<file path="src/rtl/prompt_sequencer.sv">
// prompt_sequencer: Simon-style prompt generator, frame-timed sprite playback and key checker.
// Defining PROMPT_SEQ_TIMEOUT_EN adds a frame-counted input timeout while awaiting keys.
module prompt_sequencer #(
  parameter int         LEN_MAX        = 8,
  parameter int         ON_FRAMES      = 30,
  parameter int         OFF_FRAMES     = 10,
  parameter int         FRAME_LINE     = 480,
  parameter logic [7:0] SEED           = 8'hA5,
  parameter int         TIMEOUT_FRAMES = 180
) (
  input  logic       clk,
  input  logic       rst,
  input  logic       start,
  input  logic [9:0] hCount,
  input  logic [9:0] vCount,
  input  logic       key_valid,
  input  logic [1:0] key_code,
  output logic       sprite_en,
  output logic [1:0] sprite_sel,
  output logic       busy,
  output logic       awaiting,
  output logic       done,
  output logic       pass,
  output logic [3:0] round_len
);
  localparam int IW = LEN_MAX > 1 ? $clog2(LEN_MAX) : 1;
  typedef enum logic [2:0] {IDLE, GEN, SHOW, GAP, AWAIT, DONE} state_t;
  state_t state, state_n;
  logic [7:0] lfsr, fcnt;
  logic [IW-1:0] idx;
  logic [1:0] mem [LEN_MAX];
  logic [1:0] sel_q;
  logic new_game, line_q, frame_tick, at_line, last, key_ok, ok, cnt_en;
  assign at_line = vCount == 10'(FRAME_LINE) && hCount == '0;
  assign last = 4'(idx) == round_len - 4'd1;
  assign key_ok = key_code == mem[idx];
  assign ok = key_valid && key_ok;
  assign sprite_sel = sprite_en ? mem[idx] : sel_q;
`ifdef PROMPT_SEQ_TIMEOUT_EN
  assign cnt_en = state inside {SHOW, GAP, AWAIT};
`else
  assign cnt_en = state inside {SHOW, GAP};
`endif
  always_comb begin
    state_n = state;
    case (state)
      IDLE:  state_n = start ? (new_game ? GEN : SHOW) : IDLE;
      GEN:   state_n = idx == IW'(LEN_MAX - 1) ? SHOW : GEN;
      SHOW:  state_n = frame_tick && fcnt == 8'(ON_FRAMES - 1) ? GAP : SHOW;
      GAP:   state_n = frame_tick && fcnt == 8'(OFF_FRAMES - 1) ? (last ? AWAIT : SHOW) : GAP;
`ifdef PROMPT_SEQ_TIMEOUT_EN
      AWAIT: state_n = key_valid ? (!key_ok || last ? DONE : AWAIT)
                     : (frame_tick && fcnt == 8'(TIMEOUT_FRAMES - 1) ? DONE : AWAIT);
`else
      AWAIT: state_n = key_valid && (!key_ok || last) ? DONE : AWAIT;
`endif
      DONE:  state_n = IDLE;
      default: state_n = IDLE;
    endcase
  end
  always_ff @(posedge clk or negedge rst) begin
    if (!rst) begin
      state      <= IDLE;
      lfsr       <= SEED;
      fcnt       <= '0;
      idx        <= '0;
      new_game   <= 1'b1;
      line_q     <= 1'b0;
      frame_tick <= 1'b0;
      pass       <= 1'b0;
      round_len  <= 4'd1;
      sprite_en  <= 1'b0;
      busy       <= 1'b0;
      awaiting   <= 1'b0;
      done       <= 1'b0;
      sel_q      <= '0;
    end else begin
      lfsr       <= {lfsr[6:0], lfsr[7] ^ lfsr[5] ^ lfsr[4] ^ lfsr[3]};
      line_q     <= at_line;
      frame_tick <= at_line && !line_q;
      state      <= state_n;
      // a tick landing on a state-entry edge is dropped: the first counted tick follows entry
      fcnt       <= state_n != state || (state == AWAIT && key_valid) ? '0 : fcnt + 8'(cnt_en && frame_tick);
      sprite_en  <= state_n == SHOW;
      busy       <= state_n != IDLE;
      awaiting   <= state_n == AWAIT;
      done       <= state_n == DONE;
      if (sprite_en) sel_q <= mem[idx];
      if (state == IDLE && start) begin
        idx  <= '0;
        pass <= 1'b0;
      end
      if (state == GEN) begin
        idx <= state_n == SHOW ? '0 : idx + 1'b1;
        if (state_n == SHOW) new_game <= 1'b0;
      end
      if (state == GAP && state_n != GAP) idx <= last ? '0 : idx + 1'b1;
      if (state == AWAIT && ok && !last) idx <= idx + 1'b1;
      if (state == AWAIT && state_n == DONE) begin
        pass      <= ok;
        round_len <= ok ? (round_len == 4'(LEN_MAX) ? round_len : round_len + 4'd1) : 4'd1;
        if (!ok) new_game <= 1'b1;
      end
    end
  end
  always_ff @(posedge clk)
    if (state == GEN) mem[idx] <= lfsr[1:0];
endmodule

</file>
<file path="config.mk">
export PLATFORM = sky130hd
export DESIGN_NAME = prompt_sequencer
export DESIGN_NICKNAME = d
export VERILOG_FILES = /design/src/rtl/prompt_sequencer.sv
export SDC_FILE = /design/constraint.sdc
export NUM_CORES = 1
export LEC_CHECK = 0
export CAP_MARGIN = 20
export CORE_UTILIZATION = 50
export DETAILED_ROUTE_END_ITERATION = 12
export PLACE_DENSITY = 0.75
export REMOVE_ABC_BUFFERS = 1
export SKIP_LAST_GASP = 1
export SYNTH_ARGS = -nofsm -noshare
export SYNTH_HDL_FRONTEND = slang
export SYNTH_SLANG_ARGS = --single-unit
</file>
<file path="constraint.sdc">
create_clock -name clk -period 3.1 [get_ports clk]
set_clock_uncertainty 0.1 [all_clocks]
set_input_delay 0.465 -clock clk [delete_from_list [all_inputs] [get_ports clk]]
set_output_delay 0.465 -clock clk [all_outputs]
set_load 0.02 [all_outputs]
</file>
# Word level (Yosys, flattened, before mapping)
# Memory sizes are Yosys's and may differ from the RTL's.
# Index checks and enable logic that the tools add are counted.
[totals]
regBits = 36
mem_bits_rw = 16
inputBits = 26
output_inout_bits = 11
elab_cells = 90
n_memories = 1
[classes]
n_addsub = 4
eq_ne = 17
mux = 26
bitwise_logic = 3
reduce_logical = 25
[memory_table]
columns = ["memory", "words", "width", "rd", "rd_clocked_by_memory_dff", "write_ports", "line_no", "text"]
rows = [
  ["mem", 8, 2, 1, 0, 1, "31", "logic [1:0] mem [LEN_MAX];"],
]
[op_table]
columns = ["cell", "count"]
rows = [
  ["two-way mux 3 bit", 8],
  ["case mux 3 bit (5 select lines)", 1],
  ["logical AND 1 bit", 13],
  ["== test 3 bit, second input constant", 4],
  ["== test 10 x 9 -> 1 bit, second input constant", 1],
  ["logical NOT 10 bit", 1],
  ["two-way mux 1 bit", 10],
  ["== test 3 x 2 -> 1 bit, second input constant", 3],
  ["adder 8 x 1 -> 8 bit", 1],
  ["== test 8 x 4 -> 1 bit, second input constant", 1],
  ["== test 8 x 5 -> 1 bit, second input constant", 1],
  ["two-way mux 2 bit", 4],
  ["two-way mux 4 bit", 2],
  ["two-way mux 8 bit", 1],
  ["adder 4 x 1 -> 4 bit, second input constant", 1],
  ["== test 3 x 4 -> 1 bit", 1],
  ["== test 4 bit, second input constant", 1],
  ["nonzero test 2 bit", 2],
  ["nonzero test 4 bit", 1],
  ["subtractor 4 x 1 -> 4 bit, second input constant", 1],
  ["adder 3 x 1 -> 3 bit, second input constant", 1],
  ["== test 3 x 1 -> 1 bit, second input constant", 1],
  ["logical NOT 1 bit", 3],
  ["logical NOT 3 bit", 1],
  ["other kinds (8)", 11],
]

# Logic depth before layout (Yosys ltp)
# Gate-level depths: netlist of run 1.
# An unclocked memory read counts as a cell.
[logic_depth]
word_depth = 12
mapped_depth = 9

# Worst setup path after synthesis of run 1
# Ideal clock, no wire load.
[synth_path]
path_kind = "register to register"
from = "register round_len[0]"
to = "register idx[0]"
setup_time_ps = 125
arrival_time_ps = 2323
required_time_ps = 2875
setup_slack_ps = 552
stages_incl_launch_ff = 10
path_buffers = 1
period_less_slack_ps = 2548
cell_sequence = "dfstp_2 clkbuf_1 inv_1 ha_1 xor2_1 nor4b_2 o21ai_2 a31oi_1 o32ai_4 mux2_4"
[synth_via]
elab_chain_len = 11
word_cells_on_any_way = 19
cone_classes = "add/sub (1); eq/ne (3); mux (9); reduce/logical (6)"
[synth_lines]
columns = ["item", "line_no", "text"]
rows = [
  ["from (decl)", "24", "output logic [3:0] round_len"],
  ["from (signal assigned)", "101", "round_len <= ok ? (round_len == 4'(LEN_MAX) ? round_len : round_len + 4'd1) : 4'd1;"],
  ["subtractor 4 x 1 -> 4 bit *", "35", "assign last = 4'(idx) == round_len - 4'd1;"],
  ["== test 3 x 4 -> 1 bit *", "35", ""],
  ["logical OR 1 bit", "55", "AWAIT: state_n = key_valid && (!key_ok || last) ? DONE : AWAIT;"],
  ["logical AND 1 bit", "55", ""],
  ["two-way mux 1 bit", "55", ""],
  ["case mux 3 bit (5 select lines)", "46", "case (state)"],
  ["== test 3 x 2 -> 1 bit", "94", "idx <= state_n == SHOW ? '0 : idx + 1'b1;"],
  ["two-way mux 3 bit", "94", ""],
  ["two-way mux 3 bit", "93", "if (state == GEN) begin"],
  ["two-way mux 3 bit", "97", "if (state == GAP && state_n != GAP) idx <= last ? '0 : idx + 1'b1;"],
  ["two-way mux 3 bit", "98", "if (state == AWAIT && ok && !last) idx <= idx + 1'b1;"],
  ["to (signal assigned)", "94", ""],
  ["to (signal assigned)", "97", ""],
  ["to (signal assigned)", "98", ""],
  ["to (decl)", "30", "logic [IW-1:0] idx;"],
]
# Mark *: on every way between the ends. The rest lies on a longest branch, timed or not.
# A chain may end at the register's enable or synchronous reset.

# Final worst setup path of run 1
[layout_path]
from = "register idx[0]"
to = "output port sprite_sel[0]"
[layout_via]
elab_chain_len = 2
[layout_lines]
columns = ["item", "line_no", "text"]
rows = [
  ["memory (8 x 2 bit)", "--", ""],
  ["two-way mux 2 bit", "--", ""],
  ["to (decl)", "19", "output logic [1:0] sprite_sel,"],
]
# Every way passes these cells.

==> impl_metrics.toml, run 1 <==
[synth]
synth_flop_cell = "dfrtp_1"
yosysTopAreaCellShare_pct = 29.6
synth_edf_count = 16
avgSynthCellArea_um2 = 12.4
ys_top_cells_by_area = "dfrtp_1, edfxtp_1, dfstp_2"
ys_warn_count = 0
yosysSeqAreaShare_pct = 54.8
synthArstFlopShare_pct = 69.2
yosysTopAreaCell = "dfrtp_1"
synth.most_common_cell = "dfrtp_1"
syn_area_mm2 = 0.00253
ys_top_cells_by_count = "dfrtp_1, nor2_1, edfxtp_1, nand2_1, nand2b_1"
yosysUniqueCellTypes = 58
syn_inst = 205
synth_seq_cells = 52

[timing]
hold_violations = 0
period_needed_ns = 2.96
tns_ns = 0
rsz0062_at_grt = "false"
max_slew_margin_pct = 46.9
maxSlewViolCount = 0
worst_pin_slew_ns = 0.797
min_period_over_period_pct = 95.6
fmax_mhz = 338
setup_ws_ns = 0.138
report.final.setup_viol = 0

[power]
max-vdd-ir-drop_v = 0.000279
leakage_nw = 1.15
power_density_mw_per_mm2 = 380

[critical_path]
cp_max_fo = 9
crit_slowest_cell = "mux4_1"
crit_arrival_ns = 2.40
path_class = "reg2out"
critPathCaptureType = "output port"
startpoint_type = "register"
crit_chain = "mux4_1 -> mux2i_4 -> a21oi_1 -> clkdlybuf4s50_1"
slowest_delay_ns = 0.65
critPathRequiredTime_ns = 2.53

[clocking]
cts_buffer_depth = 2
cts-resized-gates = 0
cts_tree = "built"
hold_buffers = 0
cts_inserted_buffers = 5
cts_sinks = 52
cts-root-buf = "clkbuf_8"
clk_pin_slew_ns = 0.10
clk_latency_ns = 0.31
cts_htree_levels = 2
post_cts_buffers = 0

[die]
die_area_mm2 = 0.00536
coreArea_mm2 = 0.00479
ios = 37
std_cell_rows = 25
die_w_um = 73.2
initial_utilization_pct = 53.0
die_y_um = 73.2

[grt]
grt_pass1_vias = 1745
grt_pass1_wl_um = 7970
grt_max_degree = 37
overflow = 0
grt_usage_pct = 19.9
antenna_found_initial = 0

[placed_design]
gp_congestion = 0.792
post-dp-hpwl_um = 3290
portBuffers = 36
pre_cts_ws_ns = 0.464
place_inst = 301

[routing]
num_vias = 1691
ant_nets = 0
wl_met2_um = 2160
topRoutingLayerUsed = "met4"
dr_wl_met3_um = 164
wirelength_um = 4570
viasPerCell = 5.47
drtPass1Iterations = 4
dr.first_iter.drc_count = 95
drc = 0
wl_met1_um = 2150
avgRoutedWirePerCell_um = 14.8

[run_status]
status = "completed"

[final_layout]
syn_to_final_growth_pct = 19.7
layout.cells.non_filler = 309
nets = 274
drive_above_1_share_pct = 12.0
n_antenna_cell = 0
final_core_util_pct = 63.4

[run]
maxCapViolCount = 0

[min_path]
hold_class = "in2async"
## cell type report
class / count / area (µm²)
Fill cell: 388 / 1750
Inverter: 3 / 11.3
Clock inverter: 3 / 27.5
Sequential cell: 52 / 1390
Multi-Input combinational cell: 143 / 1100
Timing Repair Buffer: 36 / 355
Tap cell: 67 / 83.8
Clock buffer: 5 / 68.8
## kinds of logic after synthesis
logic type,Yosys count,synth area share [%]
AOI/OAI and AO/OA,31,10.0
xor gates and xnor gates,14,5.13
adders and majority gates,7,3.45
buffers and inverters,10,1.88
DFF,52,54.8
muxes,8,6.12
and+or+nand+nor,83,18.6
## registers in the layout, indices dropped and copies added, names as in the netlist, 2 cells and up
name and flops:
state 3, mem 16, idx 3, sel_q 2, fcnt 8, round_len 4
lfsr 8
## worst max-delay path: cells and delay by family (launching register included)
kind | cells | cell delay (ns)
flip-flops | 1 | 0.59
AO/OA/AOI/OAI | 1 | 0.11
buffers and inverters | 1 | 0.54
multiplexers | 2 | 0.85
## power by group
part,total (mW),internal (mW),switching [mW],leakage (nW)
clock network,0.403,0.166,0.237,0.0463
registers,0.704,0.704,0.000000655,0.571
logic,0.0482,0.0297,0.0184,0.532
## layer usage
metal  global-route usage, %  vias to the layer above
met4                    9.37                        0
met3                    3.45                       13
met2                    31.8                       48
met1                    26.4                      813
li1                        -                      817
met5                       0                        -
## stage by stage
stage	hold WS [ns]	total power, mW	instance area (µm²)
6_report	0.133	1.15	3030
5_1_grt	0.196	1.20	3030
4_1_cts	0.158	1.17	3030
3_5_place_dp	0.248	0.767	2940
3_3_place_gp	0.236	0.766	2940
2_1_floorplan	0.0694	0.724	2500
## worst paths after layout
kind | depth (start not counted) | slack [ns] | end | start
hold / removal | 1 | 0.13 | round_len[1] | rst
setup reg to reg | 8 | 0.49 | fcnt[2] | round_len[0]
min in group clk | 0 | 0.29 | lfsr[7] | lfsr[6]
setup / recovery | 4 | 0.14 | sprite_sel[0] | idx[0]
max in group asynchronous | 1 | 2.26 | idx[0] | rst
hold reg to reg | 0 | 0.29 | lfsr[7] | lfsr[6]
## layout by cell type, fill, tap and decap left out, types with 2 or more instances in the layout
cell              n
clkdlybuf4s50_1  35
dfrtp_1          30
nor2_1           24
edfxtp_1         16
nand2b_1          9
nand2_1           9
xor2_1            7
ha_1              7
xnor2_1           6
dfstp_2           6
nor2b_1           5
nor3_1            5
a21oi_1           5
nand3_1           5
clkbuf_8          5
o21ai_0           4
a21o_1            4
and3_1            3
inv_1             3
nor4b_1           3
a22o_1            3
and2_1            2
or2_1             2
nand4bb_1         2
mux4_1            2
mux4_2            2
mux2i_1           2
a31oi_1           2
nor4_1            2
Note: power is estimated with default switching activity, not from simulation.
==> run 2, diff against run 1 <==
--- a/config.mk
+++ b/config.mk
@@ -6,9 +6,9 @@
 export NUM_CORES = 1
 export LEC_CHECK = 0
 export CAP_MARGIN = 20
-export CORE_UTILIZATION = 50
+export CORE_UTILIZATION = 52
 export DETAILED_ROUTE_END_ITERATION = 12
-export PLACE_DENSITY = 0.75
+export PLACE_DENSITY = 0.78
 export REMOVE_ABC_BUFFERS = 1
 export SKIP_LAST_GASP = 1
 export SYNTH_ARGS = -nofsm -noshare
==> impl_metrics.toml, run 2 (synthesis results as in run 1) <==
[run_status]
status = "completed"

[timing]
worst_pin_slew_ns = 0.508
report.final.setup_viol = 0
period_needed_ns = 2.88
setup_ws_ns = 0.222
fmax_mhz = 347
whs_ns = 0.262
tns_ns = 0
max_slew_margin_pct = 65.9
min_period_over_period_pct = 92.8
hold_violations = 0
maxSlewViolCount = 0
rsz0062_at_grt = "false"

[critical_path]
path_class = "reg2out"
critPathCaptureType = "output port"
cp_max_fo = 9
slowest_delay_ns = 0.63
crit_arrival_ns = 2.31
crit_chain = "mux4_1 -> mux2i_4 -> a21oi_1 -> clkdlybuf4s50_1"
ff2ff_setup_slack_ns = 0.51
crit_slowest_cell = "mux4_1"
critPathRequiredTime_ns = 2.53
startpoint_type = "register"

[placed_design]
gp_congestion = 0.888
pre_cts_ws_ns = 0.443
post-dp-hpwl_um = 3250
placed_area_mm2 = 0.00293
place_inst = 289
portBuffers = 36

[power]
p_comb_share_pct = 4.3
swShare_pct = 21.9
fin_total_pwr_mw = 1.15
pwr-share-seq_pct = 61.3
leakage_nw = 1.16
pwr-share-clk_pct = 34.4
p_int_mw = 0.897
power_density_mw_per_mm2 = 379
max-vdd-ir-drop_v = 0.000210
power_switching_mw = 0.252

[die]
die_y_um = 71.8
initial_utilization_pct = 54.0
ios = 37
std_cell_rows = 25
die_w_um = 71.8
die_area_mm2 = 0.00516
coreArea_mm2 = 0.00469

[clocking]
cts-root-buf = "clkbuf_8"
clk_pin_slew_ns = 0.09
cts-resized-gates = 0
cts_buffer_depth = 2
clk_latency_ns = 0.32
hold_buffers = 0
cts_tree = "built"
cts_htree_levels = 2
post_cts_buffers = 0
cts_sinks = 52
cts_inserted_buffers = 5

[routing]
ant_nets = 0
wirelength_um = 4480
avgRoutedWirePerCell_um = 15.1
drc = 0
viasPerCell = 5.62
drtPass1Iterations = 4
num_vias = 1670
dr.first_iter.drc_count = 97

[grt]
overflow = 0
grt_usage_pct = 19.3
grt_pass1_wl_um = 7540
grt_pass1_vias = 1644
grt_max_degree = 37
antenna_found_initial = 0

[final_layout]
final_core_util_pct = 64.5
syn_to_final_growth_pct = 19.4
n_antenna_cell = 0
largest_register_ffs = 16
multi_input_area_mm2 = 0.00110
layout.cells.non_filler = 297
drive_above_1_share_pct = 12.3
final_cell_mix = "clkdlybuf4s50_1, dfrtp_1, nor2_1, edfxtp_1"
regArea_mm2 = 0.00139
regMostFlops = "mem"
final_common_cell = "clkdlybuf4s50_1"
stdcell_area_mm2 = 0.00303
nets = 275
fill_cells = 355
reg.largest.list = "mem x16, fcnt x8, lfsr x8"

[min_path]
hold_class = "reg2reg"

[run]
maxCapViolCount = 0
run 2: final timing paths:
check                              from            end  cells past startpoint
min in group asynchronous           rst           done                      2
min                             lfsr[6]        lfsr[7]                      0
min reg2reg                     lfsr[6]        lfsr[7]                      0
max reg2reg                round_len[0]        fcnt[5]                      8
max                              idx[0]  sprite_sel[0]                      4
max in group asynchronous           rst       new_game                      2
run 2: metal layers:
layer	global-route usage [%]	vias to the layer above	wire, µm
met5	0	-	0
met4	8.28	0	77
met3	4.64	7	234
met2	30.1	52	2030
met1	26.0	791	2140
li1	-	820	-
run 2: power by group through the flow:
stage	combinational, mW	sequential [mW]	clock [mW]
after floorplan	0.00642	0.718	0
after global placement	0.0503	0.717	0
after detailed placement	0.0504	0.717	0
after CTS	0.0508	0.704	0.404
after global routing	0.0543	0.704	0.430
final	0.0494	0.704	0.395
run 2: layout make-up:
class	instances	share of cell area [%]
Clock buffer	5	2.27
Inverter	3	0.372
Clock inverter	3	0.744
Timing Repair Buffer	37	12.2
Sequential cell	52	45.9
Tap cell	54	2.23
Multi-Input combinational cell	143	36.3
run 2: worst max-delay path, delay by kind of cell, from the launching register on:
family | cells | cell delay [ns]
compound gates | 1 | 0.12
buf+inv | 1 | 0.54
flops | 1 | 0.51
mux | 2 | 0.83
==> run 3, diff against run 2 <==
--- a/config.mk
+++ b/config.mk
@@ -6,9 +6,9 @@
 export NUM_CORES = 1
 export LEC_CHECK = 0
 export CAP_MARGIN = 20
-export CORE_UTILIZATION = 52
+export CORE_UTILIZATION = 54
 export DETAILED_ROUTE_END_ITERATION = 12
-export PLACE_DENSITY = 0.78
+export PLACE_DENSITY = 0.8
 export REMOVE_ABC_BUFFERS = 1
 export SKIP_LAST_GASP = 1
 export SYNTH_ARGS = -nofsm -noshare
==> impl_metrics.toml, run 3 (synthesis results as in run 1) <==
[final_layout]
final_core_util_pct = 68.4
nets = 275
largest_register_ffs = 16
regMostFlops = "mem"
n_antenna_cell = 0
syn_to_final_growth_pct = 19.9
reg.largest.list = "mem x16, fcnt x8, lfsr x8"
regArea_mm2 = 0.00139
multi_input_area_mm2 = 0.00110
final_cell_mix = "clkdlybuf4s50_1, dfrtp_1, nor2_1, edfxtp_1"
fill_cells = 318
final_common_cell = "clkdlybuf4s50_1"
drive_above_1_share_pct = 11.9

[run]
maxCapViolCount = 0

[grt]
grt_pass1_wl_um = 7760
grt_usage_pct = 20.4
overflow = 0
grt_max_degree = 37
antenna_found_initial = 0
grt_pass1_vias = 1665

[critical_path]
timing.rr.start = "round_len[0]"
ff2ff_setup_slack_ns = 0.54
cp_max_fo = 9
reg2reg_depth = 8
crit_arrival_ns = 2.29
critPathCaptureType = "output port"
timing.rr.end = "fcnt[2]"
path_class = "reg2out"
critPathRequiredTime_ns = 2.53
startpoint_type = "register"

[clocking]
cts_tree = "built"
cts_inserted_buffers = 5
clk_pin_slew_ns = 0.09
cts_htree_levels = 2
hold_buffers = 0
clk_latency_ns = 0.30
cts_buffer_depth = 2
cts-root-buf = "clkbuf_8"
cts_sinks = 52

[die]
initial_utilization_pct = 57.0
die_w_um = 70.5
ios = 37
die_area_mm2 = 0.00497
coreArea_mm2 = 0.00444
std_cell_rows = 24
die_y_um = 70.5

[placed_design]
gp_congestion = 0.890
portBuffers = 36
post-dp-hpwl_um = 3280

[min_path]
holdPathStages = 0
min_from = "lfsr[6]"
hold_class = "reg2reg"
whs_endpoint = "lfsr[7]"

[run_status]
violations = "DRC"
status = "complete, but fails checks"

[timing]
maxSlewViolCount = 0
hold_violations = 0
min_period_over_period_pct = 92.2
worst_pin_slew_ns = 0.523
fmax_mhz = 350
report.final.setup_viol = 0
tns_ns = 0
rsz0062_at_grt = "false"
max_slew_margin_pct = 64.8
period_needed_ns = 2.86

[power]
leakage_nw = 1.16
max-vdd-ir-drop_v = 0.000212
power_density_mw_per_mm2 = 396

[routing]
wirelength_um = 4540
ant_nets = 0
drc = 6
dr.first_iter.drc_count = 100
drtPass1Iterations = 8
viasPerCell = 5.75
num_vias = 1697
avgRoutedWirePerCell_um = 15.4
-- run 3: changes by cell type in the layout (fill, tap and decap cells not counted) --
cell and delta:
inv_6 -1, clkbuf_1 +1, clkinv_4 -1, bufinv_16 +1
-- run 3: worst max-delay path by stage --
| stage | cells after the start | from | slack, ns | end |
|---|---|---|---|---|
| final | 4 | idx[0] | 0.24 | sprite_sel[0] |
| after global routing | 4 | idx[0] | 0.14 | sprite_sel[0] |
| after CTS | 4 | idx[0] | 0.10 | sprite_sel[0] |
| after detailed placement | 4 | idx[0] | 0.44 | sprite_sel[0] |
| after global placement | 4 | idx[0] | 0.49 | sprite_sel[0] |
| after floorplan | 8 | round_len[0] | 0.72 | idx[0] |
-- run 3: power breakdown --
group	internal [mW]	switching [mW]
combinational	0.0312	0.0187
clock	0.240	0.211
sequential	0.703	0.000000728
-- run 3: layer usage --
layer / wire [µm] / up-vias / GRT usage, %
met1: 2110 / 821 / 27.4
met3: 188 / 7 / 3.90
li1: - / 821 / -
met4: 79 / 0 / 9.30
met5: 0 / - / 0
met2: 2170 / 48 / 32.5
-- run 3: timing repair --
item / CTS / global route
gates resized for setup: 0 / 1
endpoints found under the setup margin: 0 / 1
setup buffers: 0 / 0
-- run 3: area by class of cell --
type,instances,share of cell area [%]
Clock inverter,2,1.15
Clock buffer,6,2.39
Multi-Input combinational cell,143,36.1
Timing Repair Buffer,37,12.1
Sequential cell,52,45.7
Tap cell,52,2.14
Inverter,3,0.370
-- run 3: critical path: stages, from the launching register on --
cell and delay (ns):
dfrtp_2 0.50, mux4_1 0.63, mux2i_4 0.20, a21oi_1 0.11
clkdlybuf4s50_1 0.55
-- run 3: stage by stage --
| stage | total power, mW | hold WS, ns | setup slack [ns] | instances | cell area (µm²) |
|---|---|---|---|---|---|
| 2_1_floorplan | 0.724 | 0.0694 | 0.723 | 198 | 2500 |
| 3_3_place_gp | 0.767 | 0.238 | 0.495 | 287 | 2930 |
| 3_5_place_dp | 0.768 | 0.251 | 0.439 | 287 | 2930 |
| 4_1_cts | 1.22 | 0.271 | 0.100 | 295 | 3040 |
| 5_1_grt | 1.24 | 0.279 | 0.137 | 295 | 3040 |
| 6_report | 1.20 | 0.270 | 0.241 | 295 | 3040 |
